===== config.mk =====
export PLATFORM = sky130hd
export DESIGN_NAME = mux_scan_bank
export DESIGN_NICKNAME = d
export VERILOG_FILES = /design/src/rtl/mux_scan_bank.sv
export SDC_FILE = /design/constraint.sdc
export NUM_CORES = 1
export LEC_CHECK = 0
export CAP_MARGIN = 20
export CELL_PAD_IN_SITES_DETAIL_PLACEMENT = 2
export CELL_PAD_IN_SITES_GLOBAL_PLACEMENT = 2
export CORE_AREA = 2 2 39 41
export DETAILED_ROUTE_END_ITERATION = 6
export DIE_AREA = 0 0 41 43
export DONT_BUFFER_PORTS = 1
export MAX_ROUTING_LAYER = met4
export PLACE_DENSITY_LB_ADDON = 0.12
export RECOVER_POWER = 25
export SLEW_MARGIN = 30
export SYNTH_ARGS = -nofsm -noshare
export SYNTH_HDL_FRONTEND = slang
export SYNTH_SLANG_ARGS = --single-unit

===== constraint.sdc =====
create_clock -name clock -period 1.3 [get_ports clock]
set_input_delay 0.26 -clock clock [delete_from_list [all_inputs] [get_ports clock]]
set_output_delay 0.26 -clock clock [all_outputs]
set_load 0.01 [all_outputs]

===== src/rtl/mux_scan_bank.sv =====
// mux_scan_bank: registered bank of shared-select N-to-1 selectors with an optional dwell-timed scan sequencer.
module mux_scan_bank #(
  parameter int CHANNELS  = 2,
  parameter int SEL_WIDTH = 2,
  parameter int DWELL     = 1
) (
  input  logic                          clock,
  input  logic                          reset_n,
  input  logic [CHANNELS*(1<<SEL_WIDTH)-1:0] data_in,
  input  logic [CHANNELS-1:0]           enable_n,
  input  logic                          mode,
  input  logic [SEL_WIDTH-1:0]          select_in,
  input  logic                          scan_start,
  input  logic                          continuous,
  output logic [CHANNELS-1:0]           y,
  output logic [SEL_WIDTH-1:0]          y_select,
  output logic [SEL_WIDTH-1:0]          select_out,
  output logic                          sample_strobe,
  output logic                          scan_done,
  output logic                          scanning
);
  localparam int INPUTS = 1 << SEL_WIDTH;
  localparam int DW = DWELL > 1 ? $clog2(DWELL) : 1;
  localparam logic [DW-1:0] LAST = DW'(DWELL - 1);
  typedef enum logic {IDLE, SCAN} state_t;
  state_t state, state_nx;
  logic [SEL_WIDTH-1:0] sel_q, sel_nx;
  logic [DW-1:0] dwell_cnt, dwell_nx;
  logic strobe_nx, done_nx;
  logic [CHANNELS-1:0] y_nx;
  for (genvar i = 0; i < CHANNELS; i++) begin : g_ch
    logic [INPUTS-1:0] row;
    assign row = data_in[i*INPUTS +: INPUTS];
    assign y_nx[i] = ~enable_n[i] & row[sel_q];
  end
  always_comb begin
    state_nx  = state;
    sel_nx    = sel_q;
    dwell_nx  = dwell_cnt;
    strobe_nx = 1'b0;
    done_nx   = 1'b0;
    if (state == IDLE) begin
      if (!mode) sel_nx = select_in;
      else if (scan_start) begin
        state_nx = SCAN;
        sel_nx   = '0;
        dwell_nx = '0;
      end
    end else if (!mode) begin
      state_nx = IDLE;
      sel_nx   = select_in;
      dwell_nx = '0;
    end else if (dwell_cnt != LAST) begin
      dwell_nx = dwell_cnt + DW'(1);
    end else begin
      dwell_nx  = '0;
      strobe_nx = 1'b1;
      sel_nx    = sel_q + SEL_WIDTH'(1);
      if (sel_q == '1) begin
        done_nx  = 1'b1;
        state_nx = continuous ? SCAN : IDLE;
      end
    end
  end
  always_ff @(posedge clock or negedge reset_n) begin
    if (!reset_n) begin
      state         <= IDLE;
      sel_q         <= '0;
      dwell_cnt     <= '0;
      y             <= '0;
      y_select      <= '0;
      sample_strobe <= 1'b0;
      scan_done     <= 1'b0;
    end else begin
      state         <= state_nx;
      sel_q         <= sel_nx;
      dwell_cnt     <= dwell_nx;
      y             <= y_nx;
      y_select      <= sel_q;
      sample_strobe <= strobe_nx;
      scan_done     <= done_nx;
    end
  end
  assign select_out = sel_q;
  assign scanning   = state == SCAN;
endmodule


Yosys cells after proc, flatten, opt, wreduce, memory -nomap -nowiden
Cells that the tools add are included.
{"block": "word_totals", "ff_bits": 10, "latchBits": 0, "ramBits": 0, "rom_bits": 0, "out_inout_bits": 9, "n_memories": 0}
{"block": "classes", "add_sub_neg": 2, "mul": 0, "n_div": 0, "n_lt_le_gt_ge": 1, "eq_ne": 3, "n_shift": 0, "muxes": 28, "n_bitwise": 4, "reduce_logical": 4}
{"operator": "$mux 1", "count": 21}
{"operator": "$mux 2", "count": 5}
{"operator": "$bmux 1 s2", "count": 2}
{"operator": "$reduce_and 2->1", "count": 2}
{"operator": "$reduce_bool 2->1", "count": 2}
{"operator": "$lt 2x3->1 const B", "count": 1}
{"operator": "$ne 3x1->1 const B", "count": 1}
{"operator": "$ne 3x3->1 const B", "count": 1}
{"operator": "$add 2x1->2 const B", "count": 1}
{"operator": "$and 1x1->1", "count": 2}
{"operator": "$eq 2x2->1 const B", "count": 1}
{"operator": "$not 1->1", "count": 2}
{"operator": "$add 1x1->1 const B", "count": 1}

Longest topological paths before layout
Gate-level depths: netlist (run 1).
{"block": "depth", "ltp_word": 5, "mapped_depth": 3}

Least setup slack after synthesis (run 1)
OpenSTA, ideal clock, no wires.
{"block": "synth_timing", "path_kind": "register to register", "from": "reg sel_q[0] (netlist: select_out[0])", "to": "reg y[0]", "setup_time_ns": 0.115, "t_arrival_ns": 1.147, "path_slack_ns": 0.038, "path_stages_with_launch": 3, "synth_period_minus_slack_ns": 1.262, "cell_sequence": "dfrtp_1 > mux4_1 > nor2b_4"}
{"block": "synth_via", "elab_chain_cells": 3}
{"item": "start, declared", "line_no": "27", "text": "logic [SEL_WIDTH-1:0] sel_q, sel_nx;"}
{"item": "start signal, assigned", "line_no": "76", "text": "sel_q <= sel_nx;"}
{"item": "$bmux 1 s2", "line_no": "34", "text": "assign y_nx[i] = ~enable_n[i] & row[sel_q];"}
{"item": "$mux 1 (implied by the code)", "line_no": "34"}
{"item": "$and 1x1->1", "line_no": "34"}
{"item": "net y_nx[0]", "line_no": "30", "text": "logic [CHANNELS-1:0] y_nx;"}
{"item": "end signal, assigned", "line_no": "78", "text": "y <= y_nx;"}
{"item": "end, declared", "line_no": "15", "text": "output logic [CHANNELS-1:0] y,"}
The timed path passes the listed nets, and every way through them passes these cells. The select of a mux whose other input is x is not followed.
A chain may end at the register's enable or synchronous reset.

Worst setup path after layout (run 1)
{"block": "layout_timing", "from": "reg sel_q[0] (netlist: select_out[0])", "to": "reg y[1]"}
The elaborated chain is that of the path after synthesis.

==> results of run 1 <==
## kinds of logic after synthesis
logic type	after synthesis	synth area share (%)
adders and majority gates	1	3.18
DFF	9	57.3
muxes	2	13.4
AOI/OAI and AO/OA	4	6.05
and+or+nand+nor	10	19.1
buffers and inverters	1	0.954
## through the flow
step | total power [mW] | util [%]
finish | 0.626 | 33.5
global route | 0.684 | 33.5
CTS | 0.646 | 33.5
detailed placement | 0.418 | 30.9
global placement | 0.412 | 30.9
floorplan | 0.392 | -
## synthesized netlist by cell type
cell / instances
dfrtp_1: 9
a31oi_1: 3
mux4_1: 2
nor2_1: 2
nor2b_4: 2
or3b_1: 2
and2_1: 1
and3_1: 1
ha_1: 1
inv_1: 1
nand2_1: 1
nand2b_1: 1
o21ai_0: 1
## power breakdown
group / total [mW] / internal [mW] / switching [mW]
logic: 0.0819 / 0.0498 / 0.0321
registers: 0.334 / 0.306 / 0.0284
clock network: 0.210 / 0.118 / 0.0922
## worst max-delay path, delay by kind of cell (launching register included)
family           cells  cell delay [ns]
flip-flops           1             0.38
AND/OR/NAND/NOR      1             0.14
multiplexers         1             0.56
## state kept, by name (all words and copies together), names as in the netlist
register and cells:
sample_strobe 1, scan_done 1, scanning 1, select_out 2
y 2, y_select 2
## timing repair
| item | in CTS | in global routing |
|---|---|---|
| endpoints found under the setup margin | 0 | 0 |
| hold endpoints to repair | 9 | 0 |
| gates resized for setup | 0 | 0 |
| hold buffers | 1 | 0 |
## placed cells by master, fill, tap and decap left out, drive strengths merged
cell and n:
a31oi 3, and2 1, and3 1, buf 2, clkbuf 4, dfrtp 9, dlygate4sd3 1, ha 1
inv 1, mux4 2, nand2 1, nand2b 1, nor2 2, nor2b 2, o21ai 1, or3b 2
## how the worst min path moves through the flow
stage / startpoint / endpoint / slack [ns] / cells past startpoint
after CTS: enable_n[0] / y[0]$_DFF_PN0_ / 0.04 / 1
after global routing: enable_n[0] / y[0]$_DFF_PN0_ / 0.02 / 1
after global placement: reset_n / y[0]$_DFF_PN0_ / -0.04 / 0
after floorplan: reset_n / sample_strobe$_DFF_PN0_ / -0.04 / 0
after detailed placement: reset_n / y[0]$_DFF_PN0_ / -0.04 / 0
final: enable_n[1] / y[1]$_DFF_PN0_ / 0.05 / 1
## final cells by class
| cell class | instances | area [µm²] |
|---|---|---|
| fill | 153 | 920 |
| inverter | 1 | 3.75 |
| tap | 16 | 20.0 |
| clock buffer | 4 | 26.3 |
| timing repair buffer | 3 | 25.0 |
| sequential | 9 | 225 |
| multi-input combinational | 17 | 164 |
## per-layer routing
layer | track usage (%) | up-vias | routed length (µm)
met5 | - | - | 0
met4 | 12.0 | 0 | 14
met3 | 5.76 | 2 | 109
met2 | 18.1 | 21 | 440
met1 | 11.6 | 118 | 309
li1 | - | 112 | -
==> results_dict.tcl, run 1 <==
set metrics [dict create \
    cpPeakStageDelay_ns 0.56 \
    antenna_found_initial 0 \
    holdWs_ns 0.0515 \
    core-area_um2 1380 \
    fin_area_um2 464 \
    cts_buffer_depth 2 \
    power_density_nw_per_um2 1350 \
    startpoint "select_out[0]$_DFFE_PN0P_" \
    place_congestion 0.599 \
    setup_tns_ns 0 \
    start_util_pct 28.4 \
    hold_viol 0 \
    r2r_end "y[1]$_DFF_PN0_" \
    grt_max_degree 10 \
    place_ws_ns 0.124 \
    cts_tree "done" \
    finalNonFillerCells 50 \
    r2r-start "select_out[0]$_DFFE_PN0P_" \
    path_max_fanout 3 \
    post-cts-setup-buffers 0 \
    synth_cell_types 13 \
    hpwl_um 734 \
    slowest_stage "mux4_1" \
    vias 253 \
    ios 26 \
    synthCells 27 \
    num_antenna_cells 0 \
    grt_pass1_wl_um 1370 \
    p_leak_nw 0.217 \
    netlist_area_um2 393 \
    finClkSkew_ns 0.00503 \
    post_dp_cell_area_um2 428 \
    die_h_um 43 \
    drtIter0Drc 3 \
    rr_worst_depth 2 \
    cts_inserted_buffers 3 \
    num-nets-final 53 \
    final.setup.worst_slack_ns 0.117 \
    via_per_inst 5.06 \
    cp.required_ns 1.45 \
    grt_usage_pct 12.7 \
    max-slew-margin-rel_pct 73.1 \
    wl_per_cell_um 17.5 \
    fp-row-count 14 \
    yosysSeqAreaShare_pct 57.3 \
    worstSetupPathType "reg2reg" \
    ir_drop_uv 337 \
    cp-end-kind "flop" \
    clock_latency_ns 0.25 \
    max_cap_violations 0 \
    r2r_setup_slack_ns 0.12 \
    max_freq_mhz 846 \
    drc 0 \
    setup_violations 0 \
    ys_seq_elements 9 \
    endpoint "y[1]$_DFF_PN0_" \
    drv_slew 0 \
    worst_slew_pin_slew_ns 0.402 \
    critical_path_arrival_ns 1.33 \
    fin_crit_ns 1.18 \
    synth.net_count 45 \
    gr-total-overflow 0 \
    routed_wl_um 873 \
    grt_setup_unrepaired "no" \
    status "complete, no violations" \
    die_area_um2 1760 \
    synth_top_area_share_pct 57.3 \
    clk_pin_slew_worst_paths_ns 0.06 \
    min_path_type "in2reg" \
    area_delta_synth_final_pct 18.2 \
    grt_pass1_vias 315 \
    critPathLaunchType "flop" \
    drive_gt1_share_pct 20.6 \
    io_buffer_count 0 \
    cts_sinks 9 \
    post-synth-top-area-cell "dfrtp_1" \
    yosysWarnings 0 \
    crit_chain "mux4_1 > nor2b_4" \
    cts_root_buffer "clkbuf_4" \
    fp.dieW_um 41 \
    avgSynthCellArea_um2 14.6 \
    yosys-top-cells-area "dfrtp_1, mux4_1, nor2b_4" \
    first_pass_iters 4 \
    period_share_pct 91.0 \
    htree_levels 1 \
    dp_cells 45 \
    ant_nets 0 \
]
No activity file was read; power rests on OpenSTA's default activity.
==> run 2: changes to the inputs <==
--- a/config.mk
+++ b/config.mk
@@ -5,12 +5,12 @@
 export SDC_FILE = /design/constraint.sdc
 export NUM_CORES = 1
 export LEC_CHECK = 0
+export ABC_AREA = 1
 export CAP_MARGIN = 20
 export CELL_PAD_IN_SITES_DETAIL_PLACEMENT = 2
 export CELL_PAD_IN_SITES_GLOBAL_PLACEMENT = 2
-export CORE_AREA = 2 2 39 41
+export CORE_UTILIZATION = 27
 export DETAILED_ROUTE_END_ITERATION = 6
-export DIE_AREA = 0 0 41 43
 export DONT_BUFFER_PORTS = 1
 export MAX_ROUTING_LAYER = met4
 export PLACE_DENSITY_LB_ADDON = 0.12
==> results_dict.tcl, run 2 <==
set metrics [dict create \
    synth-compound-area-share_pct 5.54 \
    critical_path_arrival_ns 0.98 \
    grt_pass1_vias 362 \
    yosysSeqAreaShare_pct 55.4 \
    synth_simple_gate_area_share_pct 24.0 \
    routed_wl_um 1170 \
    post-synth-top-area-cell "dfrtp_1" \
    ant_nets 0 \
    post-route-util_pct 34.8 \
    synth_top_family_by_area "simple AND/OR/NAND/NOR gates" \
    max-slew-margin-rel_pct 71.1 \
    ir_drop_uv 354 \
    cp-end-kind "output port" \
    dp_cells 67 \
    final.setup.worst_slack_ns 0.0647 \
    p_total_uw 663 \
    place_ws_ns 0.179 \
    die_area_um2 1670 \
    setup_tns_ns 0 \
    yosys-top-cells-area "dfrtp_1, nand2_1, inv_1" \
    multiInputGateArea_um2 133 \
    synth_edf_count 0 \
    cts_buffer_depth 2 \
    drtIter0Drc 0 \
    drive_gt1_share_pct 8.77 \
    cts_hold_buf 1 \
    seq_power_share_pct 53.1 \
    core-area_um2 1350 \
    cpPeakStageDelay_ns 0.50 \
    worstSetupPathType "reg2out" \
    gr-total-overflow 0 \
    slowest_stage "dfrtp_1" \
    finClkSkew_ns 0.00679 \
    p_leak_nw 0.271 \
    synth.net_count 69 \
    route.top_layer_used "met4" \
    synth_commonest_cells "nand2_1, inv_1, dfrtp_1, nand3_1" \
    cp.required_ns 1.04 \
    place_congestion 0.747 \
    post_cts_resized 0 \
    num_antenna_cells 0 \
    drv_slew 0 \
    r2r_setup_slack_ns 0.19 \
    synth.mux.area_fraction_pct 0 \
    area_delta_synth_final_pct 15.4 \
    mostFrequentLayoutCells "nand2_1, inv_1, dfrtp_1, nand3_1, clkbuf_4" \
    num-nets-final 76 \
    holdWs_ns 0.0500 \
    status "complete, no violations" \
    max_cap_violations 0 \
    wl_met2_um 585 \
    n_fill_cell 164 \
    ios 26 \
    clk_pin_slew_worst_paths_ns 0.07 \
    synth_xor_area_share_pct 0 \
    antenna_found_initial 0 \
    avgSynthCellArea_um2 7.97 \
    path_max_fanout 7 \
    clock_latency_ns 0.26 \
    async_flop_share_pct 100 \
    synth_cell_types 11 \
    wl_per_cell_um 16.3 \
    fp.dieW_um 40.8 \
    p_int_uw 461 \
    finalNonFillerCells 72 \
    die_h_um 40.8 \
    post-cts-setup-buffers 0 \
    min_path_type "in2reg" \
    comb_power_share_pct 13.6 \
    worst_slew_pin_slew_ns 0.433 \
    cts_sinks 9 \
    final_common_cell "nand2_1" \
    drc 0 \
    p_switching_uw 202 \
    setup_violations 0 \
    crit_chain "buf_4" \
    max_freq_mhz 810 \
    vias 343 \
    netlist_area_um2 407 \
    synth_most_common_cell "nand2_1" \
    start_util_pct 30.1 \
    synth_top_area_share_pct 55.4 \
    ys_seq_elements 9 \
    cts_tree "done" \
    htree_levels 1 \
    cts_inserted_buffers 3 \
    hpwl_um 973 \
    fin_crit_ns 1.24 \
    power_density_nw_per_um2 1410 \
    dr_wl_met3_um 47 \
    grt_usage_pct 16.6 \
    pwr-share-clk_pct 33.3 \
    seqCellArea_um2 225 \
    via_per_inst 4.76 \
    cp_top_family "flip-flops" \
    yosysWarnings 0 \
    swShare_pct 30.4 \
    critPathLaunchType "flop" \
    first_pass_iters 1 \
    fin_area_um2 469 \
    synth_ff_type "dfrtp_1" \
    met1_length_um 519 \
    cp_num_buf_inv 1 \
    hold_viol 0 \
    cts_root_buffer "clkbuf_4" \
    io_buffer_count 0 \
    synthCells 51 \
    synth_fa_ha_area_share_pct 3.08 \
    grt_max_degree 10 \
    grt_pass1_wl_um 1700 \
    period_share_pct 95.0 \
    grt_setup_unrepaired "no" \
    post_dp_cell_area_um2 433 \
    fp-row-count 13 \
]
[run 2: cell types whose count changed in the layout (fill, tap and decap cells not counted), sizes merged]
cell / before / now
mux4: 2 / 0
inv: 1 / 13
buf: 2 / 1
a21oi: 0 / 2
and2: 1 / 0
nand2b: 1 / 0
nand3: 0 / 5
a22oi: 0 / 1
nor2b: 2 / 0
or3b: 2 / 0
a31oi: 3 / 0
and3: 1 / 0
nor3: 0 / 1
nand2: 1 / 16
[run 2: cell families (layout without fill, tap and decap cells)]
family,Yosys count,count (layout)
DFF,9,9
adders and majority gates,1,1
buffers and inverters,13,19
AOI/OAI and AO/OA,4,4
and+or+nand+nor,24,24
[run 2: layout make-up]
type	count	area share, %
well taps	15	4.00
inverters	13	10.4
clock buffers	4	5.60
flip-flops and latches	9	48.0
repair buffers	2	3.73
multi-input cells	29	28.3
[run 2: routing by layer]
layer / global-route usage (%) / vias up
li1: - / 166
met1: 21.9 / 159
met2: 25.4 / 16
met3: 0 / 2
met4: 10.0 / 0
met5: - / -
[run 2: power by group through the flow]
stage / sequential (mW) / combinational (mW) / clock, mW
6_report: 0.352 / 0.0902 / 0.221
5_1_grt: 0.358 / 0.101 / 0.244
4_1_cts: 0.353 / 0.0923 / 0.227
3_5_place_dp: 0.358 / 0.0830 / 0
3_3_place_gp: 0.354 / 0.0753 / 0
2_1_floorplan: 0.351 / 0.0541 / 0
[run 2: worst paths after layout]
check | startpoint | to | cells past startpoint
max | select_out[0]$_DFFE_PN0P_ | select_out[0] | 1
max in group asynchronous | reset_n | y_select[0]$_DFF_PN0_ | 1
min | enable_n[1] | y[1]$_DFF_PN0_ | 1
min reg2reg | select_out[1]$_DFFE_PN0P_ | y_select[1]$_DFF_PN0_ | 0
min in group asynchronous | reset_n | select_out[0]$_DFFE_PN0P_ | 1
max reg2reg | select_out[1]$_DFFE_PN0P_ | scanning$_DFF_PN0_ | 4
[run 2: worst register-to-register path: cells and delay by family, from the launching register on]
kind	cells	cell delay, ns
AOI/OAI and AO/OA	1	0.14
adders and majority gates	1	0.22
buffers and inverters	1	0.05
DFF	1	0.52
and+or+nand+nor	1	0.07
